### src/rtl/rotary_menu_ctrl.sv
// Browse/edit menu controller for a rotary encoder: selects one of N_ITEMS
// stored values, edits a shadow copy, then commits, cancels or times out.
module rotary_menu_ctrl #(
  parameter int N_ITEMS     = 4,
  parameter int VAL_W       = 8,
  parameter int VAL_MAX     = 255,
  parameter int STEP        = 1,
  parameter int INIT_VAL    = 0,
  parameter int TIMEOUT_CYC = 50_000_000,
  localparam int IDX_W      = $clog2(N_ITEMS)
) (
  input  logic             clk,
  input  logic             reset,
  input  logic             right,
  input  logic             left,
  input  logic             press,
  input  logic             lock,
  input  logic [IDX_W-1:0] rd_item,
  output logic             enc_enable,
  output logic             editing,
  output logic [IDX_W-1:0] item_idx,
  output logic [VAL_W-1:0] disp_value,
  output logic [VAL_W-1:0] rd_value,
  output logic             commit,
  output logic             cancel,
  output logic [IDX_W-1:0] commit_item,
  output logic [VAL_W-1:0] commit_value
);

  localparam int CNT_W = $clog2(TIMEOUT_CYC);
  localparam logic [CNT_W-1:0] CNT_LAST = CNT_W'(TIMEOUT_CYC - 1);
  localparam logic [IDX_W-1:0] LAST_IDX = IDX_W'(N_ITEMS - 1);
  localparam logic [VAL_W:0]   STEP_X   = (VAL_W+1)'(STEP);
  localparam logic [VAL_W:0]   MAX_X    = (VAL_W+1)'(VAL_MAX);

  // Handshake: there is none; right/left/press are single-cycle strobes that
  // are always accepted, and commit/cancel are single-cycle strobes downstream
  // must capture in the cycle they are high.

  typedef enum logic [1:0] {LOCKED, BROWSE, EDIT} state_t;

  state_t           state, state_n;
  logic [VAL_W-1:0] items [N_ITEMS];
  logic [VAL_W-1:0] shadow, shadow_n;
  logic [CNT_W-1:0] cnt, cnt_n;
  logic [IDX_W-1:0] idx_n;
  logic [VAL_W-1:0] disp_n;
  logic             commit_n, cancel_n, we;
  logic             rot_r, rot_l;
  logic [VAL_W:0]   up_sum;
  logic [VAL_W-1:0] shadow_up, shadow_dn;

  // Opposite detents in one cycle cancel out and count as no event.
  assign rot_r = right & ~left;
  assign rot_l = left & ~right;

  assign up_sum    = {1'b0, shadow} + STEP_X;
  assign shadow_up = (up_sum > MAX_X) ? MAX_X[VAL_W-1:0] : up_sum[VAL_W-1:0];
  assign shadow_dn = ({1'b0, shadow} < STEP_X) ? '0 : shadow - STEP_X[VAL_W-1:0];

  assign rd_value = items[rd_item];
  assign editing  = (state == EDIT);

  always_comb begin
    state_n  = state;
    idx_n    = item_idx;
    shadow_n = shadow;
    cnt_n    = cnt;
    commit_n = 1'b0;
    cancel_n = 1'b0;
    we       = 1'b0;
    case (state)
      LOCKED: begin
        if (!lock) state_n = BROWSE;
      end
      BROWSE: begin
        if (lock) begin
          state_n = LOCKED;
        end else if (press) begin
          shadow_n = items[item_idx];
          cnt_n    = '0;
          state_n  = EDIT;
        end else if (rot_r) begin
          idx_n = (item_idx == LAST_IDX) ? '0 : item_idx + IDX_W'(1);
        end else if (rot_l) begin
          idx_n = (item_idx == '0) ? LAST_IDX : item_idx - IDX_W'(1);
        end
      end
      EDIT: begin
        if (lock) begin
          cancel_n = 1'b1;
          state_n  = LOCKED;
        end else if (press) begin
          we       = 1'b1;
          commit_n = 1'b1;
          state_n  = BROWSE;
        end else if (rot_r) begin
          shadow_n = shadow_up;
          cnt_n    = '0;
        end else if (rot_l) begin
          shadow_n = shadow_dn;
          cnt_n    = '0;
        end else if (cnt == CNT_LAST) begin
          cancel_n = 1'b1;
          state_n  = BROWSE;
        end else begin
          cnt_n = cnt + CNT_W'(1);
        end
      end
      default: state_n = BROWSE;
    endcase
    // The committed value bypasses the item array so the display is current.
    if (state_n == EDIT) disp_n = shadow_n;
    else if (we)         disp_n = shadow;
    else                 disp_n = items[idx_n];
  end

  always_ff @(posedge clk) begin
    if (reset) begin
      state        <= BROWSE;
      item_idx     <= '0;
      shadow       <= '0;
      cnt          <= '0;
      enc_enable   <= 1'b0;
      commit       <= 1'b0;
      cancel       <= 1'b0;
      commit_item  <= '0;
      commit_value <= '0;
      disp_value   <= VAL_W'(INIT_VAL);
      for (int i = 0; i < N_ITEMS; i++) items[i] <= VAL_W'(INIT_VAL);
    end else begin
      state      <= state_n;
      item_idx   <= idx_n;
      shadow     <= shadow_n;
      cnt        <= cnt_n;
      enc_enable <= ~lock;
      commit     <= commit_n;
      cancel     <= cancel_n;
      disp_value <= disp_n;
      if (we) begin
        items[item_idx] <= shadow;
        commit_item     <= item_idx;
        commit_value    <= shadow;
      end
    end
  end

endmodule

### config.mk
export PLATFORM = sky130hd
export DESIGN_NAME = rotary_menu_ctrl
export DESIGN_NICKNAME = d
export VERILOG_FILES = /design/src/rtl/rotary_menu_ctrl.sv
export SDC_FILE = /design/constraint.sdc
export NUM_CORES = 1
export LEC_CHECK = 0
export ABC_AREA = 1
export BUFFER_PORTS_ARGS = -buffer_cell sky130_fd_sc_hd__buf_2
export CAP_MARGIN = 30
export CELL_PAD_IN_SITES_DETAIL_PLACEMENT = 1
export CELL_PAD_IN_SITES_GLOBAL_PLACEMENT = 1
export CORE_AREA = 2 2 113 115
export DETAILED_ROUTE_END_ITERATION = 10
export DIE_AREA = 0 0 115 117
export MAX_ROUTING_LAYER = met4
export PLACE_DENSITY = 0.89
export SYNTH_ARGS = -nofsm -noshare
export SYNTH_HDL_FRONTEND = slang
export SYNTH_SLANG_ARGS = --single-unit
### constraint.sdc
create_clock -name clk -period 6.7 [get_ports clk]
set_clock_uncertainty 0.2 [all_clocks]
set_input_delay 0.335 -clock clk [delete_from_list [all_inputs] [get_ports clk]]
set_output_delay 0.335 -clock clk [all_outputs]
set_load 0.01 [all_outputs]
Yosys cells after proc, flatten, opt, wreduce, memory -nomap -nowiden
Memory sizes are Yosys's and may differ from the RTL's. A register that Yosys moved wholly into a read port is not among the register bits.
Cells that the tools add are included.

word-level totals
  latch bits = 0
  ROM bits = 0
  register bits after elaboration = 59
  memories = 1
  logic and storage cells = 92
  output and inout port bits = 32
  input bits = 8
  RAM bits = 32

cells by class
  divide/modulo/power cells = 0
  equal/unequal tests = 10
  shift operators = 0
  reductions and logical operators = 6
  muxes and demuxes = 52
  multipliers = 0
  order comparisons = 2
  add/sub/neg operators = 5
  bitwise logic cells = 6

memory list
  name   words  bits a word  rd ports  clocked after memory_dff  write ports  RTL line  text
  items  4      8            3         1                         4            43        logic [VAL_W-1:0] items [N_ITEMS];

operators with widths
  operator               number
  $mux 26                7
  $mux 8                 11
  $pmux 26 s2            1
  $mux 2                 17
  $add 26x1->26 const B  1
  $eq 26x26->1 const B   1
  $pmux 8 s2             1
  $mux 1                 14
  $add 8x1->9 const B    1
  $gt 9x8->1 const B     1
  $lt 8x1->1 const B     1
  $ne 2x2->1 const B     4
  $reduce_or 8->1        1
  $sub 8x1->8 const B    1
  $eq 2x2->1 const B     3
  $pmux 2 s3             1
  $reduce_and 6->1       1
  $logic_not 2->1        2
  $ne 4x4->1 const B     1
  $not 1->1              4
  $add 2x1->2 const B    1
  $and 1x1->1            2
  $eq 2x1->1 const B     1
  $reduce_bool 2->1      1
  other kinds (2)        2

Longest topological paths before layout
An unclocked memory read counts as a cell.

  depth in word-level cells = 10
  gate-level depth with buffers = 16
  gate-level depth less buffers = 15

Least setup slack after synthesis
Ideal clock, no wire load.

  path type = reg2reg
  start point = reg state[0]
  end point = mem items[3][0] (enable)
  stages on the path, launching flop included = 7
  setup slack = 4.266 ns
  arrival = 1.848 ns
  path buffers = 2
  clock period less this slack = 2.434 ns
  library setup time = 0.387 ns
  required time = 6.113 ns
  cell sequence = dfxtp_1 > inv_1 > ha_1 > buf_2 > nand2_1 > clkbuf_1 > o31ai_1

RTL lines
  element                 RTL line  text
  start, declared         42        state_t state, state_n;
  start signal, assigned  132       state <= state_n;
  end, declared           43

Worst setup path in the final report
  start point = reg item_idx[0]
  end point = reg disp_value[1]

on the way
  longest elaborated chain between the ends = 10
  elaborated cells between the ends (all ways) = 14
  those cells by class = add/sub: 2; eq/ne: 1; mux: 9; reduce/logical: 1; memory: 1

RTL lines
  element                                                RTL line  text
  start, declared                                        21        output logic [IDX_W-1:0] item_idx,
  start signal, assigned                                 133       item_idx <= idx_n;
  $sub 2x1->2 / $logic_not 2->1 (equally long branches)  86        idx_n = (item_idx == '0) ? LAST_IDX : item_idx - IDX_W'(1);
  $mux 2                                                 86
  $mux 2                                                 85        end else if (rot_l) begin
  $mux 2                                                 83        end else if (rot_r) begin
  $mux 2                                                 79        end else if (press) begin
  $mux 2                                                 77        if (lock) begin
  $mux 2 (*)                                             72        case (state)
  $mem_v2 4x8 (*)                                        --
  $mux 8 (*)                                             114       else if (we) disp_n = shadow;
  $mux 8 (*)                                             113       if (state_n == EDIT) disp_n = shadow_n;
  end signal, assigned                                   129       disp_value <= VAL_W'(INIT_VAL);
  end signal, assigned                                   139       disp_value <= disp_n;
  end, declared                                          22        output logic [VAL_W-1:0] disp_value,

Every way passes the cells marked *; elsewhere a longest branch is shown, timed or not.
A chain may end at the register's enable or synchronous reset.

==> results by group <==
Critical path
  • Critical Path RT: 6.80 ns
  • Endpoint of the most critical register-to-register path: disp_value[1]
  • Arr. time, crit path: around 3.7 ns
  • Standard cell with the maximum stage delay on the critical path: dfxtp_1
  • Crit Path Category: register to register
  • Max incr delay on CP: approximately 0.89 ns
  • Setup slack of the most critical reg-to-reg path: ~3.1 ns
  • Critical path capture point type: register
  • Total buffers and inverters traversed by the critical path: 1
  • Reg-to-Reg Start: item_idx[0]
  • Cell depth of the worst setup path: 11
  • Number of cells on the worst reg-to-reg path: 11
  • Library cell appearing most often on the critical path: nand3_1
  • Crit path max-delay family: simple AND/OR/NAND/NOR gates
  • Ordered list of cells on the worst path: inv_1 -> ha_1 -> nor3_1 -> o21ai_1 -> nand2_2 -> nand2_1 -> nand3_1 -> nand3_1 -> nand3_1 -> nand2_1 -> a21oi_1
  • Worst setup path startpoint: item_idx[0]
  • Largest fanout on the critical path: 23
  • CP Capture Point: disp_value[1]
  • Startpoint Class: register

Cells and area
  • Layout cells sized above 1: about a tenth
  • Count of nets after finishing: about 900
  • Area grow syn2layout: 8.74%
  • Antenna cells: 0
  • Final Cell Area: 6180 um^2
  • Utilization after layout: ~50%

Clock tree
  • Cts repair resizes: 0
  • Number of buffers inserted by hold repair at cts: 0
  • Max H-tree Level: 3
  • Clock insertion delay at the later pin of the skew report: 0.36 ns
  • Number of clock sinks: 91
  • Buffer cell driving the clock tree root: clkbuf_16
  • Post-CTS setup buffers: 0
  • Cts bufs inserted: 9
  • TritonCTS clock tree: done
  • Max Buffers Root-to-Sink: 2
  • Clk slew on worst S/H paths: ~0.080 ns

Power
  • Proportion of power drawn by the clock network: 34.6%
  • Internal Power: 958 uW
  • Fraction of power consumed by combinational cells: 22.2%
  • Power after layout: between 1500 and 2000 uW
  • Net switching fraction of the power: approximately 36%
  • Sequential share of power: 43.1%
  • Peak supply drop: 0.0000994 V
  • Power density over the cells: 243 nW/um^2
  • Net load switching power: 543 uW
  • Leakage: 0.00255 uW

Yosys
  • Count of flip-flops with a built-in enable after synthesis: 32
  • Yosys cell types: 43
  • Leading register cell type out of synthesis: dfxtp_1
  • Flops & latches, synth: slightly above 90
  • Post-Synthesis Net Count: 864
  • Netlist Area Pre-Place: 5680 um^2
  • Leading cell type by number of instances after synthesis: nand2_1
  • Post-Syn Instances: ~850
  • Warning count from the yosys run: 0
  • Area share of the largest cell type after synthesis: 20.8%
  • Synth top area cells: dfxtp_1 (21%), edfxtp_1 (17%), nand2_1 (15%)
  • Largest area contributor in the netlist: dfxtp_1
  • Proportion of register bits with asynchronous set or reset after synthesis: 0%
  • Register area share after synthesis: 37.7%
  • Most frequent cells after synthesis: nand2_1 (226), nor2_1 (137), nand3_1 (86)
  • Mean area per synthesized cell: approximately 6.7 um^2

Detailed routing
  • Detailed-route via count: 5,975
  • Post-detailed-route via-to-cell ratio: 5.88
  • First drt pass iteration count: 5
  • DRT antenna net count: 0
  • Final wirelength: 20,000 um
  • Total DRC errors in the routed layout: 0
  • Average detailed-routed wire length per instance: 19.7 um
  • DRC violation total after the first TritonRoute iteration: approximately 460

GRT
  • Initial antenna violation count: 0
  • Met2 GRT Util: 56.8%
  • Met1 layer usage reported by global route: 34.1%
  • First-pass GRT wire length: approximately 32,000 um
  • Overall fraction of global-route tracks in use: a little under a third
  • Largest net degree at the start of global routing: 35
  • Via count of the first global-routing pass: 6,245
  • Total overflow reported by the global router: 0
  • Global route hottest layer: met2
  • Fraction of met3 tracks used by global routing: approximately 3.8%

Timing
  • Max-slew headroom at the worst pin: 35.4%
  • Hold Slack: 0.117 ns
  • Measured slew at the worst slew-check pin: around 0.96 ns
  • Max Freq: 276 MHz
  • Setup repair after global routing missed its margin: no
  • Share of the clock period used by the worst path after layout: 54.0%
  • Tmin final: 3.62 ns
  • Endpoints failing setup: 0
  • Final Hold Viols: 0
  • Setup TNS after final layout: 0 ns
  • Max-slew violation count: 0

Status
  • Run status: completed

Placement
  • Placed inst area: a little under 6000 um^2
  • RD Place Congestion: 1.01
  • HPWL after detailed placement: 14,900 um
  • Number of port buffers: 39

Die
  • Overall die area: between 10,000 and 15,000 um^2
  • Height of the die: 117 um
  • Row cnt: slightly above 40
  • I/O pin cnt: 40
  • Starting Density: 46.1%
  • Die W: ~120 um
  • Core footprint: about 12,000 um^2

Run
  • Number of maximum-capacitance constraint violations: 0

Min path
  • Type of the most critical hold path: input pin to register
==> through the flow <==
step / setup WS, ns / cells
floorplan: 4.27 / 846
global placement: 3.44 / 1001
detailed placement: 3.19 / 1001
CTS: 3.19 / 1017
global route: 2.73 / 1017
finish: 3.08 / 1017
==> placed cells by master, fill, tap and decap left out, types with 2 or more instances in the layout <==
cell type,Yosys,layout
a21oi_1,51,51
nor3_1,21,21
o211ai_1,2,2
a211oi_1,3,3
nor2_2,4,4
inv_1,63,63
clkbuf_16,0,9
nor2_1,137,137
nand2_2,4,4
buf_2,10,39
dfxtp_1,59,59
clkinv_4,1,2
inv_2,7,7
nand2_1,226,226
a21oi_2,2,2
o22ai_1,8,8
ha_1,10,10
nand3_1,86,86
a32o_1,7,7
o21bai_1,2,2
a31oi_1,4,4
inv_8,0,2
nand2_4,2,2
xor2_1,12,12
nand4_1,8,8
nor3_2,3,3
edfxtp_1,32,32
clkinv_1,2,2
inv_4,1,2
o21ai_1,6,6
o21ai_0,38,38
==> flip-flops by register name, summed over array words and instances, names as in the netlist <==
| name | cells |
|---|---|
| cancel | 1 |
| state | 2 |
| commit_item | 2 |
| item_idx | 2 |
| shadow | 8 |
| disp_value | 8 |
| commit_value | 8 |
| cnt | 26 |
| items | 32 |
| commit | 1 |
| enc_enable | 1 |
==> worst register-to-register path, stage by stage, from the launching register on <==
cell,delay (ns)
dfxtp_1,0.89
inv_1,0.60
ha_1,0.39
nor3_1,0.17
o21ai_1,0.29
nand2_2,0.40
nand2_1,0.10
nand3_1,0.10
nand3_1,0.11
nand3_1,0.12
nand2_1,0.07
a21oi_1,0.14
==> cells by family (layout without fill, tap and decap cells) <==
logic type                 after synthesis  after routing  share of synthesized area (%)
buffers and inverters                  109            130                           8.35
DFF                                     91             91                           37.7
xor gates and xnor gates                12             12                           1.85
and+or+nand+nor                        496            496                           36.9
adders and majority gates               10             10                           2.20
AOI/OAI and AO/OA                      128            128                           13.0
==> power groups by stage <==
stage	sequential (uW)	combinational, uW	clock [uW]
6_report	647	334	519
5_1_grt	650	374	538
4_1_cts	646	330	520
3_5_place_dp	658	327	0
3_3_place_gp	656	315	0
2_1_floorplan	633	248	0
==> area by class of cell <==
class | count | area (um^2)
fillers | 1640 | 6130
clock buffers | 9 | 225
multi-input cells | 646 | 3060
clock inverters | 7 | 70.1
inverters | 74 | 285
well taps | 150 | 188
repair buffers | 40 | 203
flip-flops and latches | 91 | 2140
==> worst min-delay path by stage <==
stage | startpoint | to | slack (ns) | cells past startpoint
3_5_place_dp | commit_value[5] | commit_value[5] | 0.25 | 2
2_1_floorplan | cnt[13] | cnt[13] | 0.26 | 2
5_1_grt | lock | enc_enable | 0.14 | 2
3_3_place_gp | commit_value[4] | commit_value[4] | 0.24 | 2
6_report | lock | enc_enable | 0.12 | 2
4_1_cts | lock | enc_enable | 0.11 | 2
==> routing by layer <==
layer / vias to the layer above / part of all wire (%)
met5: - / 0
met4: 0 / 5.5
met3: 90 / 3.6
met2: 178 / 51
met1: 2884 / 40
li1: 2823 / -
Note: power is estimated with default switching activity, not from simulation.
